--- config.mk ---
export PLATFORM = sky130hd
export DESIGN_NAME = countdown_timer_gen2_flat
export DESIGN_NICKNAME = d
export VERILOG_FILES = /design/src/rtl/countdown_timer_gen2_if.sv /design/src/rtl/countdown_timer_gen2.sv /design/src/flat_wrapper.sv
export SDC_FILE = /design/constraint.sdc
export NUM_CORES = 1
export LEC_CHECK = 0
export ABC_AREA = 0
export ABC_CLOCK_PERIOD_IN_PS = 6960
export BUFFER_PORTS_ARGS = -buffer_cell sky130_fd_sc_hd__buf_2
export CAP_MARGIN = 20
export CORE_ASPECT_RATIO = 1.5
export CORE_MARGIN = 3
export CORE_UTILIZATION = 55
export CTS_CLUSTER_SIZE = 10
export DETAILED_ROUTE_END_ITERATION = 7
export PLACE_DENSITY = 0.79
export SLEW_MARGIN = 30
export SYNTH_ARGS = -nofsm -noshare
export SYNTH_HDL_FRONTEND = slang
export SYNTH_SLANG_ARGS = --single-unit
--- constraint.sdc ---
create_clock -name clkin -period 6.96 [get_ports clkin]
set_input_delay 0.696 -clock clkin [delete_from_list [all_inputs] [get_ports clkin]]
set_output_delay 0.696 -clock clkin [all_outputs]
set_load 0.02 [all_outputs]
--- src/rtl/countdown_timer_gen2_if.sv ---
`default_nettype none
// ============================================================================
// countdown_timer_gen2_if : raw key inputs plus display/status outputs
// Revision: 1.0
// ============================================================================
interface countdown_timer_gen2_if #(
    parameter int N_DIG = 6
);
    logic                 ke;
    logic                 ku;
    logic                 kd;
    logic                 kl;
    logic                 kr;
    logic [N_DIG-1:0]     sel;
    logic [7:0]           led;
    logic                 alarm;
    logic [2:0]           state_o;
    logic [4*N_DIG-1:0]   bcd_o;

    modport master (
        output ke, ku, kd, kl, kr,
        input  sel, led, alarm, state_o, bcd_o
    );

    modport slave (
        input  ke, ku, kd, kl, kr,
        output sel, led, alarm, state_o, bcd_o
    );
endinterface
`default_nettype wire

--- src/rtl/countdown_timer_gen2.sv ---
`default_nettype none
// ============================================================================
// countdown_timer_gen2 : N-digit BCD countdown timer, five debounced keys,
//                        multiplexed 7-segment display, active-low alarm
// Revision: 1.0
// ============================================================================
module countdown_timer_gen2 #(
    parameter int N_DIG     = 6,
    parameter int DEB_CYC   = 1000000,
    parameter int TICK_CYC  = 50000000,
    parameter int SCAN_CYC  = 1000000,
    parameter int BLINK_CYC = 25000000,
    parameter int SEXA      = 0
) (
    input  wire logic             clkin,
    input  wire logic             rst_n,
    countdown_timer_gen2_if.slave bus
);
    localparam int CW = (N_DIG > 1) ? $clog2(N_DIG) : 1;
    localparam int DW = $clog2(DEB_CYC + 1);
    localparam int TW = $clog2(TICK_CYC + 1);
    localparam int SW = $clog2(SCAN_CYC + 1);
    localparam int BW = $clog2(BLINK_CYC + 1);
    localparam logic [CW-1:0] C_LAST       = CW'(N_DIG - 1);
    localparam logic [DW-1:0] C_DEB        = DW'(DEB_CYC);
    localparam logic [TW-1:0] C_TICK_LAST  = TW'(TICK_CYC - 1);
    localparam logic [SW-1:0] C_SCAN_LAST  = SW'(SCAN_CYC - 1);
    localparam logic [BW-1:0] C_BLINK_LAST = BW'(BLINK_CYC - 1);

    typedef enum logic [2:0] {
        S_IDLE  = 3'd0,
        S_SET   = 3'd1,
        S_RUN   = 3'd2,
        S_PAUSE = 3'd3,
        S_DONE  = 3'd4
    } state_t;

    function automatic logic [3:0] digit_max(input int i);
        return (SEXA != 0 && (i % 2) == 1) ? 4'd5 : 4'd9;
    endfunction

    function automatic logic [7:0] seg7(input logic [3:0] d);
        case (d)
            4'd0:    return 8'hC0;
            4'd1:    return 8'hF9;
            4'd2:    return 8'hA4;
            4'd3:    return 8'hB0;
            4'd4:    return 8'h99;
            4'd5:    return 8'h92;
            4'd6:    return 8'h82;
            4'd7:    return 8'hF8;
            4'd8:    return 8'h80;
            4'd9:    return 8'h90;
            default: return 8'hFF;
        endcase
    endfunction

    // Key order: bit0 ke, bit1 ku, bit2 kd, bit3 kr, bit4 kl (also priority order)
    logic [4:0] w_key_raw;
    logic [4:0] r_sync1;
    logic [4:0] r_sync2;
    logic [4:0] w_rel;
    logic       w_ev_e, w_ev_u, w_ev_d, w_ev_r, w_ev_l;

    assign w_key_raw = {bus.kl, bus.kr, bus.kd, bus.ku, bus.ke};

    always_ff @(posedge clkin) begin
        if (!rst_n) begin
            r_sync1 <= '1;
            r_sync2 <= '1;
        end else begin
            r_sync1 <= w_key_raw;
            r_sync2 <= r_sync1;
        end
    end

    generate
        for (genvar gi = 0; gi < 5; gi++) begin : g_deb
            logic [DW-1:0] r_cnt;
            always_ff @(posedge clkin) begin
                if (!rst_n || r_sync2[gi]) begin
                    r_cnt <= '0;
                end else if (r_cnt != C_DEB) begin
                    r_cnt <= r_cnt + 1'b1;
                end
            end
            // Counter is still saturated on the first high cycle, so this fires once per release
            assign w_rel[gi] = r_sync2[gi] && (r_cnt == C_DEB);
        end
    endgenerate

    assign w_ev_e = w_rel[0];
    assign w_ev_u = w_rel[1] && !w_rel[0];
    assign w_ev_d = w_rel[2] && (w_rel[1:0] == 2'b00);
    assign w_ev_r = w_rel[3] && (w_rel[2:0] == 3'b000);
    assign w_ev_l = w_rel[4] && (w_rel[3:0] == 4'b0000);

    state_t               r_state, w_state_nxt;
    logic [4*N_DIG-1:0]   r_count, w_count_nxt;
    logic [4*N_DIG-1:0]   r_preload, w_preload_nxt;
    logic [CW-1:0]        r_cursor, w_cursor_nxt;
    logic [TW-1:0]        r_psc, w_psc_nxt;
    logic [4*N_DIG-1:0]   w_count_dec;
    logic [3:0]           w_cur_dig, w_cur_max, w_dig_inc, w_dig_dec;

    always_comb begin
        logic borrow;
        borrow      = 1'b1;
        w_count_dec = r_count;
        for (int i = 0; i < N_DIG; i++) begin
            if (borrow) begin
                if (r_count[4*i +: 4] == 4'd0) begin
                    w_count_dec[4*i +: 4] = digit_max(i);
                end else begin
                    w_count_dec[4*i +: 4] = r_count[4*i +: 4] - 4'd1;
                    borrow                = 1'b0;
                end
            end
        end
    end

    assign w_cur_dig = r_count[int'(r_cursor)*4 +: 4];
    assign w_cur_max = digit_max(int'(r_cursor));
    assign w_dig_inc = (w_cur_dig == w_cur_max) ? 4'd0 : w_cur_dig + 4'd1;
    assign w_dig_dec = (w_cur_dig == 4'd0) ? w_cur_max : w_cur_dig - 4'd1;

    always_ff @(posedge clkin) begin
        if (!rst_n) begin
            r_state   <= S_IDLE;
            r_count   <= '0;
            r_preload <= '0;
            r_cursor  <= '0;
            r_psc     <= '0;
        end else begin
            r_state   <= w_state_nxt;
            r_count   <= w_count_nxt;
            r_preload <= w_preload_nxt;
            r_cursor  <= w_cursor_nxt;
            r_psc     <= w_psc_nxt;
        end
    end

    always_comb begin
        w_state_nxt   = r_state;
        w_count_nxt   = r_count;
        w_preload_nxt = r_preload;
        w_cursor_nxt  = r_cursor;
        w_psc_nxt     = r_psc;
        case (r_state)
            S_IDLE: begin
                if (w_ev_e) begin
                    w_state_nxt  = S_SET;
                    w_count_nxt  = r_preload;
                    w_cursor_nxt = '0;
                end
            end
            S_SET: begin
                if (w_ev_e) begin
                    w_preload_nxt = r_count;
                    w_psc_nxt     = '0;
                    w_state_nxt   = (r_count == '0) ? S_DONE : S_RUN;
                end else if (w_ev_u) begin
                    w_count_nxt[int'(r_cursor)*4 +: 4] = w_dig_inc;
                end else if (w_ev_d) begin
                    w_count_nxt[int'(r_cursor)*4 +: 4] = w_dig_dec;
                end else if (w_ev_r) begin
                    w_cursor_nxt = (r_cursor == '0) ? C_LAST : r_cursor - 1'b1;
                end else if (w_ev_l) begin
                    w_cursor_nxt = (r_cursor == C_LAST) ? '0 : r_cursor + 1'b1;
                end
            end
            S_RUN: begin
                if (r_count == '0) begin
                    w_state_nxt = S_DONE;
                end else if (w_ev_e) begin
                    w_state_nxt = S_PAUSE;
                end else if (r_psc == C_TICK_LAST) begin
                    w_psc_nxt   = '0;
                    w_count_nxt = w_count_dec;
                end else begin
                    w_psc_nxt = r_psc + 1'b1;
                end
            end
            S_PAUSE: begin
                if (w_ev_e) begin
                    w_state_nxt = S_RUN;
                end else if (w_ev_d) begin
                    w_state_nxt = S_IDLE;
                end
            end
            S_DONE: begin
                if (w_ev_e) begin
                    w_state_nxt = S_IDLE;
                end
            end
            default: w_state_nxt = S_IDLE;
        endcase
    end

    logic [CW-1:0]        r_scan;
    logic [SW-1:0]        r_scp;
    logic [BW-1:0]        r_blk;
    logic                 r_blink;
    logic [N_DIG-1:0]     r_sel;
    logic [7:0]           r_led;
    logic [4*N_DIG-1:0]   w_src;
    logic [7:0]           w_glyph;

    always_comb begin
        w_src   = (r_state == S_IDLE) ? r_preload : r_count;
        w_glyph = seg7(w_src[int'(r_scan)*4 +: 4]);
        if (r_state == S_DONE) begin
            case (int'(r_scan))
                2:       w_glyph = 8'h86;
                1:       w_glyph = 8'hAB;
                0:       w_glyph = 8'hA1;
                default: w_glyph = 8'hFF;
            endcase
        end else if (r_state == S_SET && r_blink && r_scan == r_cursor) begin
            w_glyph = 8'hFF;
        end
    end

    // sel and led are loaded from the same scan index on the same edge
    always_ff @(posedge clkin) begin
        if (!rst_n) begin
            r_scan  <= '0;
            r_scp   <= '0;
            r_blk   <= '0;
            r_blink <= 1'b0;
            r_sel   <= '1;
            r_led   <= 8'hFF;
        end else begin
            if (r_scp == C_SCAN_LAST) begin
                r_scp  <= '0;
                r_scan <= (r_scan == '0) ? C_LAST : r_scan - 1'b1;
            end else begin
                r_scp <= r_scp + 1'b1;
            end
            if (r_blk == C_BLINK_LAST) begin
                r_blk   <= '0;
                r_blink <= !r_blink;
            end else begin
                r_blk <= r_blk + 1'b1;
            end
            r_sel <= ~(N_DIG'(1) << r_scan);
            r_led <= w_glyph;
        end
    end

    assign bus.sel     = r_sel;
    assign bus.led     = r_led;
    assign bus.alarm   = (r_state != S_DONE);
    assign bus.state_o = r_state;
    assign bus.bcd_o   = (r_state == S_IDLE) ? r_preload :
                         (r_state == S_DONE) ? '0 : r_count;
endmodule
`default_nettype wire

--- src/flat_wrapper.sv ---
// flat-port wrapper written by rule: the top's interface ports become plain ports
module countdown_timer_gen2_flat 
#(
    parameter int N_DIG     = 6,
    parameter int DEB_CYC   = 1000000,
    parameter int TICK_CYC  = 50000000,
    parameter int SCAN_CYC  = 1000000,
    parameter int BLINK_CYC = 25000000,
    parameter int SEXA      = 0
)
  (clkin, rst_n, bus_ke, bus_ku, bus_kd, bus_kl, bus_kr, bus_sel, bus_led, bus_alarm, bus_state_o, bus_bcd_o);
  countdown_timer_gen2_if #(.N_DIG(N_DIG)) bus_i ();
  input  wire logic clkin;
  input  wire logic rst_n;
  input wire logic [$bits(bus_i.ke)-1:0] bus_ke;
  input wire logic [$bits(bus_i.ku)-1:0] bus_ku;
  input wire logic [$bits(bus_i.kd)-1:0] bus_kd;
  input wire logic [$bits(bus_i.kl)-1:0] bus_kl;
  input wire logic [$bits(bus_i.kr)-1:0] bus_kr;
  output wire logic [$bits(bus_i.sel)-1:0] bus_sel;
  output wire logic [$bits(bus_i.led)-1:0] bus_led;
  output wire logic [$bits(bus_i.alarm)-1:0] bus_alarm;
  output wire logic [$bits(bus_i.state_o)-1:0] bus_state_o;
  output wire logic [$bits(bus_i.bcd_o)-1:0] bus_bcd_o;
  assign bus_i.ke = bus_ke;
  assign bus_i.ku = bus_ku;
  assign bus_i.kd = bus_kd;
  assign bus_i.kl = bus_kl;
  assign bus_i.kr = bus_kr;
  assign bus_sel = bus_i.sel;
  assign bus_led = bus_i.led;
  assign bus_alarm = bus_i.alarm;
  assign bus_state_o = bus_i.state_o;
  assign bus_bcd_o = bus_i.bcd_o;
  countdown_timer_gen2 #(.N_DIG(N_DIG), .DEB_CYC(DEB_CYC), .TICK_CYC(TICK_CYC), .SCAN_CYC(SCAN_CYC), .BLINK_CYC(BLINK_CYC), .SEXA(SEXA)) u_core (.clkin(clkin), .rst_n(rst_n), .bus(bus_i));
endmodule
==> Yosys cells after proc, flatten, opt, wreduce, memory -nomap -nowiden <==
Memories as Yosys holds them, arrays and structs flattened.
Cells that the tools add are included.
{ "op_classes": {"addsub": 20, "eq_ne": 41, "shift": 6, "n_reduce_logical": 48, "n_mux": 61, "n_bitwise": 2} }
{ "ops": {"columns": ["op", "n"], "rows": [
  ["$mux 24", 10],
  ["$add 20x1->20 const B", 6],
  ["$eq 20x20->1 const B", 6],
  ["$mux 26", 4],
  ["$ne 20x20->1 const B", 5],
  ["$pmux 24 s3", 1],
  ["$shiftx 4x33->24", 2],
  ["$mux 4", 13],
  ["$pmux 26 s2", 1],
  ["$bwmux 24", 2],
  ["$mux 3", 16],
  ["$shiftx 24x6->4", 2],
  ["$reduce_and 8->1", 5],
  ["$neg 5->33", 1],
  ["$shift 4x33->24 const A", 1],
  ["$logic_not 4->1", 8],
  ["$sub 4x1->4 const B", 7],
  ["$add 26x1->26 const B", 1],
  ["$eq 26x26->1 const B", 1],
  ["$add 25x1->25 const B", 1],
  ["$eq 25x25->1 const B", 1],
  ["$logic_not 24->1", 1],
  ["$pmux 7 s3", 1],
  ["$ne 2x1->1 const B", 9],
  ["31 further kinds", 73]
]} }
{ "word_totals": {"rom_bits": 112, "register_bits": 253, "mem_count": 1, "out_inout_bits": 42, "input_bits": 7} }
{ "memory_table": {"columns": ["memory", "words", "width", "rd", "rd_ports_with_merged_regs", "wr", "line", "source"], "rows": [
  ["(no name shown)", 16, 7, 1, 0, 0, "countdown_timer_gen2.sv:43", "case (d)"]
]} }

==> Longest topological paths before layout <==
Gate-level depths: netlist of the first run.
{ "logic_depth": {"depth_word": 11, "mapped_depth": 12, "mapped_depth_nobuf": 10} }

==> Worst setup path after synthesis of the first run <==
Ideal clock, no wire load.
{ "synth_path": {"path_type": "reg2reg", "startpoint": "reg u_core.r_state[0], in the netlist u_core.bus.state_o[0]", "endpoint": "reg u_core.r_led[1], in the netlist u_core.bus.led[1]", "required_ns": 6.886, "path_buffers": 2, "setup_slack_ns": 3.976, "t_arrival_ns": 2.910, "period_less_slack_ns": 2.984, "stages_incl_launch_ff": 13, "path_cell_list": "dfxtp_1 -> clkbuf_1 -> nor3_2 -> buf_2 -> nand2_1 -> and3_1 -> a311o_1 -> a31oi_1 -> inv_1 -> ha_1 -> a21oi_1 -> o211a_1 -> o21ai_0"} }
{ "synth_via": {"elab_chain_cells": 6} }
{ "synth_lines": {"columns": ["element", "line", "source"], "rows": [
  ["start: declaration", "countdown_timer_gen2.sv:98", "state_t r_state, w_state_nxt;"],
  ["start signal: assignment", "countdown_timer_gen2.sv:135", "r_state <= w_state_nxt;"],
  ["$logic_not 3->1", "countdown_timer_gen2.sv:210", "w_src = (r_state == S_IDLE) ? r_preload : r_count;"],
  ["$mux 24", "countdown_timer_gen2.sv:210", null],
  ["$shiftx 24x6->4", "countdown_timer_gen2.sv:211", "w_glyph = seg7(w_src[int'(r_scan)*4 +: 4]);"],
  ["$mem_v2 16x7", null, null],
  ["$mux 8", "countdown_timer_gen2.sv:219", "end else if (r_state == S_SET && r_blink && r_scan == r_cursor) begin"],
  ["$mux 8 (*)", "countdown_timer_gen2.sv:212", "if (r_state == S_DONE) begin"],
  ["end signal: assignment", "countdown_timer_gen2.sv:247", "r_led <= w_glyph;"],
  ["end: declaration", "countdown_timer_gen2.sv:205", "logic [7:0] r_led;"]
]} }
Mark *: on every way between the ends. The rest lies on a longest branch, timed or not.
A chain may end at the register's enable or synchronous reset.

==> Final worst setup path of the first run <==
{ "layout_path": {"startpoint": "reg u_core.r_cursor[1]", "endpoint": "reg u_core.r_count[16]"} }
{ "layout_via": {"elab_chain_cells": 9} }
{ "layout_lines": {"columns": ["element", "line", "source"], "rows": [
  ["start: declaration", "countdown_timer_gen2.sv:101", "logic [CW-1:0] r_cursor, w_cursor_nxt;"],
  ["start signal: assignment", "countdown_timer_gen2.sv:138", "r_cursor <= w_cursor_nxt;"],
  ["$shiftx 24x6->4", "countdown_timer_gen2.sv:122", "assign w_cur_dig = r_count[int'(r_cursor)*4 +: 4];"],
  ["$sub 4x1->4 or $logic_not 4->1 (tied branches)", "countdown_timer_gen2.sv:125", "assign w_dig_dec = (w_cur_dig == 4'd0) ? w_cur_max : w_cur_dig - 4'd1;"],
  ["$mux 4", "countdown_timer_gen2.sv:125", null],
  ["$shiftx 4x33->24", "countdown_timer_gen2.sv:165", "w_count_nxt[int'(r_cursor)*4 +: 4] = w_dig_dec;"],
  ["$bwmux 24", "countdown_timer_gen2.sv:165", null],
  ["$mux 24", "countdown_timer_gen2.sv:164", "end else if (w_ev_d) begin"],
  ["$mux 24 (*)", "countdown_timer_gen2.sv:162", "end else if (w_ev_u) begin"],
  ["$mux 24 (*)", "countdown_timer_gen2.sv:158", "if (w_ev_e) begin"],
  ["$pmux 24 s3 (*)", "countdown_timer_gen2.sv:149", "case (r_state)"],
  ["end signal: assignment", "countdown_timer_gen2.sv:136", "r_count <= w_count_nxt;"],
  ["end: declaration", "countdown_timer_gen2.sv:99", "logic [4*N_DIG-1:0] r_count, w_count_nxt;"]
]} }
Mark *: on every way between the ends. The rest lies on a longest branch, timed or not. The select of a mux whose other input is x is not followed.

==> results.json, run 1 <==
{
  "outcome": "finished, final reports clean",
  "synth-async-reset-ratio_pct": 0,
  "dr_total_vias": 12230,
  "max_slew_margin_pct": 41.3,
  "tightest_slew_ps": 881,
  "synth.avg_cell_area_sq_um": 8.17,
  "critPathMaxFanout": 18,
  "grt_pass1_wl_mm": 55.6,
  "place_inst": 1949,
  "synth_area_sq_um": 13500,
  "ir_worst_vdd_mv": 0.178,
  "period_needed_ps": 3900,
  "dpl.hpwl_mm": 23.6,
  "whs_path_depth": 2,
  "cts_buffers": 29,
  "start_util_pct": 56.4,
  "rsz0062_at_grt": "no",
  "p_leak_nw": 4.99,
  "htreeDepth": 1,
  "synthDistinctLibCells": 88,
  "cts_root_buf": "clkbuf_16",
  "cts_sinks": 252,
  "synth-seq-cells": 252,
  "skew_ps": 14.6,
  "cp.required_ps": 7420,
  "min_period_over_period_pct": 56.0,
  "core-area_sq_um": 23900,
  "grt_max_degree": 61,
  "layout_setup_ws_ps": 3060,
  "rows": 69,
  "port_buffers": 47,
  "grt_pass1_vias": 11633,
  "drt-initial-drc-count": 942,
  "clk_latency_ps": 550,
  "synthCells": 1651,
  "grt_antenna_before_repair": 0,
  "cts_tree": "yes",
  "pre_cts_slack_ps": 3170,
  "final_net_count": 1701,
  "finalNonFillerCells": 1983,
  "final_common_cell": "dfxtp_1",
  "maxCapViolCount": 0,
  "timing.fmax_mhz": 257,
  "worst_hold_path_type": "in -> reg",
  "post_drt_via_cell_ratio": 6.17,
  "r2r_cells": 9,
  "grt_overflow_total": 0,
  "final_max_slew_viol_count": 0,
  "fill_cells": 2112,
  "worstSetupStartpointType": "flop",
  "setup-violations-final": 0,
  "track_usage_pct": 24.9,
  "post_cts_buffers": 0,
  "cts_buffer_depth": 3,
  "final_cell_mix": "252 x dfxtp_1, 221 x nor2_1, 174 x nand2_1, 93 x a21oi_1, 89 x nand3_1",
  "drt_pass1_iterations": 7,
  "hold_violations": 0,
  "cp_data_arrival_time_ps": 4350,
  "antenna_left": 0,
  "place_congestion": 0.944,
  "critPathKind": "reg -> reg",
  "antennaDiodeCount": 0,
  "endpoint_kind": "flop",
  "r2r_slack_ps": 3060,
  "die-height_microns": 198,
  "synth_ff_type": "dfxtp_1",
  "synth_warnings": 0,
  "finalSetupTns_ps": 0,
  "wire_per_inst_microns": 17.0,
  "cts_resized": 0,
  "yosysSeqAreaShare_pct": 37.4,
  "routed_wl_mm": 33.7,
  "die_w_microns": 134,
  "cts_hold_buffers": 0,
  "path_clk_slew_ps": 60,
  "power.density_nw_per_um2": 191,
  "drcViolationCount": 0,
  "fp.dieArea_sq_um": 26500,
  "syn2layout_area_growth_pct": 8.89,
  "synth_edf_count": 0,
  "io_pins": 49,
  "drive_gt1_share_pct": 8.53,
  "synth_nets": 1691
}
## kinds of logic after synthesis
family          synth area share [%]
compound gates                  15.1
xor+xnor                        8.90
fa+ha+maj                       3.06
buf+inv                         3.90
flops                           37.4
mux                             4.04
other cells                   0.0278
simple gates                    27.6
## registers in the layout (all words and copies together) (netlist names), 3 cells and up
signal and count:
u_core.bus.led 7, u_core.bus.sel 6, u_core.bus.state_o 3, u_core.g_deb.r_cnt 100, u_core.r_blk 25, u_core.r_count 24, u_core.r_cursor 3, u_core.r_preload 24
u_core.r_psc 26, u_core.r_scan 3, u_core.r_scp 20, u_core.r_sync1 5, u_core.r_sync2 5
## cell type report
class	count	area (sq um)	area share [%]
clock inverters	2	27.5	0.187
inverters	58	218	1.48
clock buffers	32	737	5.02
flip-flops and latches	252	5040	34.3
well taps	319	399	2.72
repair buffers	57	310	2.11
multi-input cells	1263	7950	54.1
## synthesized netlist by cell type, types with 32 or more instances
cell type  number  area [sq um]
dfxtp_1       252          5040
nor2_1        222           833
nand2_1       174           653
a21oi_1        93           465
nand3_1        89           445
xor2_1         85           744
o21ai_0        70           350
clkbuf_1       59           221
inv_1          58           218
xnor2_1        52           455
ha_1           33           413
and3_1         32           200
## per-stage QoR
stage / cell area, sq um / hold WS (ps) / total power (W) / utilization [%]
after CTS: 14700 / 310 / 0.00284 / 61.4
after global placement: 13900 / 393 / 0.00153 / 58.2
after floorplan: 13500 / 386 / 0.00152 / -
after detailed placement: 13900 / 397 / 0.00153 / 58.2
final: 14700 / 328 / 0.00281 / 61.4
after global routing: 14700 / 334 / 0.00289 / 61.4
## per-layer routing
layer | share of wire, % | routed length, microns | track usage (%)
met5 | 0 | 0 | 0
met2 | 50 | 16800 | 44.9
met3 | 5.9 | 1970 | 3.58
met1 | 39 | 13100 | 28.3
met4 | 5.5 | 1860 | 13.0
## report_power, final
part	switching, W	internal [W]	leakage [nW]
Clock	0.000563	0.000740	0.371
Combinational	0.0000330	0.0000128	2.59
Sequential	0.00000529	0.00145	2.04
## critical path, cell delays in order, from the launching register on
cell       delay, ps
dfxtp_1          850
mux2_2           420
a222oi_1         740
ha_1             340
inv_1             70
a2111oi_0        470
nor2b_1          200
o22a_1           320
a221oi_1         120
o32ai_1          260
## final timing paths
check                                         from            endpoint
worst max register to register  u_core.r_cursor[1]  u_core.r_count[16]
worst min-delay path                        bus_kl   u_core.r_sync1[4]
worst min register to register   u_core.r_sync1[2]   u_core.r_sync2[2]
worst max-delay path            u_core.r_cursor[1]  u_core.r_count[16]
Note: power is estimated with default switching activity, not from simulation.
==> inputs of run 2 (changes only) <==
Settings changed: ABC_CLOCK_PERIOD_IN_PS 6960 to 3200, PLACE_DENSITY 0.79 to 0.82.
Clock period 6.96 ns to 3.2 ns, I/O delays scaled along.
==> run 2 against run 1 <==
Fmax increased by 29%. Count of clock-buffer cells in the layout increased by 2. Cell area increased by 2.6%. Combinational power increased by 140%. Non-clock buffer count increased by 44. Clock power increased by 130%. Register-to-register slack got worse by 2900 ps. Sequential share of layout area decreased by 0.84 points.
==> results.json, run 2 (synthesized netlist as in run 1, its figures left out) <==
{
  "top_regs": "u_core.g_deb.r_cnt (100), u_core.r_psc (26), u_core.r_blk (25)",
  "cts_root_buf": "clkbuf_16",
  "drive_gt1_share_pct": 10.9,
  "die_w_microns": 134,
  "hold_violations": 0,
  "critPathMaxFanout": 13,
  "hp-start": "rst_n",
  "cts_buffers": 29,
  "dpl.hpwl_mm": 25.3,
  "htreeDepth": 1,
  "p_seq_share_pct": 51.0,
  "slowest_stage": "dfxtp_1",
  "grt_pass1_wl_mm": 58.1,
  "final_max_slew_viol_count": 0,
  "cts_buffer_depth": 3,
  "grt.met1_usage_pct": 29.3,
  "max_slew_margin_pct": 41.7,
  "outcome": "finished, final reports clean",
  "grt_pass1_vias": 12074,
  "grt_overflow_total": 0,
  "power.density_nw_per_um2": 412,
  "post_cts_buffers": 0,
  "crit-reg2reg-launch": "u_core.bus.state_o[0]",
  "endpoint_kind": "flop",
  "maxCapViolCount": 0,
  "wire_per_inst_microns": 17.6,
  "p_leak_nw": 5.24,
  "io_pins": 49,
  "skew_ps": 13.7,
  "final_net_count": 1745,
  "multi_input_area_sq_um": 7950,
  "start_util_pct": 56.4,
  "dr_total_vias": 12402,
  "regMostFlops": "u_core.g_deb.r_cnt",
  "final_cell_mix": "250 x dfxtp_1, 222 x nor2_1, 174 x nand2_1, 93 x a21oi_1, 89 x nand3_1",
  "path_clk_slew_ps": 60,
  "cp_data_arrival_time_ps": 3500,
  "pwr-share-clk_pct": 47.2,
  "antenna_left": 0,
  "whs_path_depth": 2,
  "grt_use_met3_pct": 4.09,
  "cp.required_ps": 3670,
  "rsz0062_at_grt": "no",
  "clk_latency_ps": 560,
  "core-area_sq_um": 23900,
  "largest_register_ffs": 100,
  "ir_worst_vdd_mv": 0.380,
  "holdPathEnd": "u_core.bus.sel[0]",
  "cell_internal_pwr_w": 0.00487,
  "cts_sinks": 252,
  "grt_max_degree": 41,
  "max_stage_delay_ps": 640,
  "worstSetupStartpointType": "flop",
  "fill_cells": 2031,
  "tightest_slew_ps": 874,
  "setup-violations-final": 0,
  "die-height_microns": 198,
  "layout.area.seq_sq_um": 5050,
  "power_w": 0.00621,
  "grt_antenna_before_repair": 0,
  "drt-initial-drc-count": 936,
  "drt_pass1_iterations": 8,
  "port_buffers": 47,
  "rows": 69,
  "syn2layout_area_growth_pct": 11.7,
  "p_sw_share_pct": 21.6,
  "fp.dieArea_sq_um": 26500,
  "busiest_layer": "met2",
  "routed_wl_mm": 35.7,
  "switchingPower_w": 0.00134,
  "period_needed_ps": 3030,
  "min_period_over_period_pct": 94.6,
  "cts_tree": "yes",
  "worst_hold_path_type": "in -> reg",
  "combPwrFrac_pct": 1.7,
  "critPathKind": "reg -> reg",
  "place_congestion": 0.981,
  "track_usage_pct": 26.2,
  "timing.fmax_mhz": 330,
  "grt_util_met2_pct": 47.0,
  "drcViolationCount": 0,
  "finalSetupTns_ps": 0,
  "r2r_slack_ps": 170,
  "cp-startpoint": "u_core.bus.state_o[0]",
  "r2r_cells": 10,
  "antennaDiodeCount": 0,
  "final_common_cell": "dfxtp_1",
  "post_drt_via_cell_ratio": 6.12,
  "path_cells": "or3_1 -> nand2_1 -> and3_1 -> a311o_1 -> a31oi_1 -> inv_1 -> ha_1 -> a21oi_1 -> o211a_1 -> o21ai_0",
  "r2r_end": "u_core.bus.led[1]"
}
## run 2: cell types whose count changed in the layout (fill, tap and decap cells not counted), sizes merged
cell	before	now
clkbuf	32	34
clkinvlp	1	0
dlygate4sd3	0	5
buf	57	96
## run 2: worst max-delay path: cells and delay by family, from the launching register on
family                   cells  cell delay [ps]
flip-flops                   1              640
adder cells (fa/ha/maj)      1              340
AO/OA/AOI/OAI                5             1120
buffers and inverters        1              140
AND/OR/NAND/NOR              3              710
## run 2: per-stage QoR
step | cells | utilization, % | hold WS [ps] | worst slack (ps) | area [sq um]
after floorplan | 1651 | - | 386 | 216 | 13500
final | 2028 | 63.0 | 174 | 173 | 15100
after global placement | 1988 | 59.4 | 388 | 166 | 14200
after CTS | 2028 | 62.9 | 153 | 114 | 15000
after detailed placement | 1988 | 59.4 | 396 | 145 | 14200
after global routing | 2028 | 63.0 | 174 | 3.25 | 15100
## run 2: power by group through the flow
stage | clock network, W | registers (W) | logic (W)
floorplan | 0 | 0.00324 | 0.0000657
global placement | 0 | 0.00324 | 0.0000995
detailed placement | 0 | 0.00324 | 0.000104
CTS | 0.00297 | 0.00317 | 0.000109
global route | 0.00309 | 0.00317 | 0.000121
finish | 0.00293 | 0.00317 | 0.000108
## run 2: what timing repair did
action                     CTS  global route
hold buffers                 5             0
setup endpoints to repair    0            16
hold endpoints to repair     5             0
resized for setup            0             6
## run 2: worst max path at each step
stage | end | cells past startpoint | slack (ps)
global route | u_core.r_psc[7] | 9 | 3
global placement | u_core.r_count[16] | 9 | 170
CTS | u_core.r_count[16] | 9 | 110
floorplan | u_core.bus.led[1] | 12 | 220
detailed placement | u_core.r_count[21] | 7 | 150
finish | u_core.bus.led[1] | 10 | 170
## run 2: cell type report
cell class	instances	share of cell area (%)
Clock inverter	1	0.133
Sequential cell	252	33.5
Inverter	58	1.45
Clock buffer	34	5.14
Timing Repair Buffer	101	4.34
Multi-Input combinational cell	1263	52.8
Tap cell	319	2.65
## run 2: routing by layer
layer	vias to the layer above	part of all wire (%)
met4	0	5.8
li1	5960	-
met5	-	0
met2	490	50
met3	150	6.1
met1	5802	38
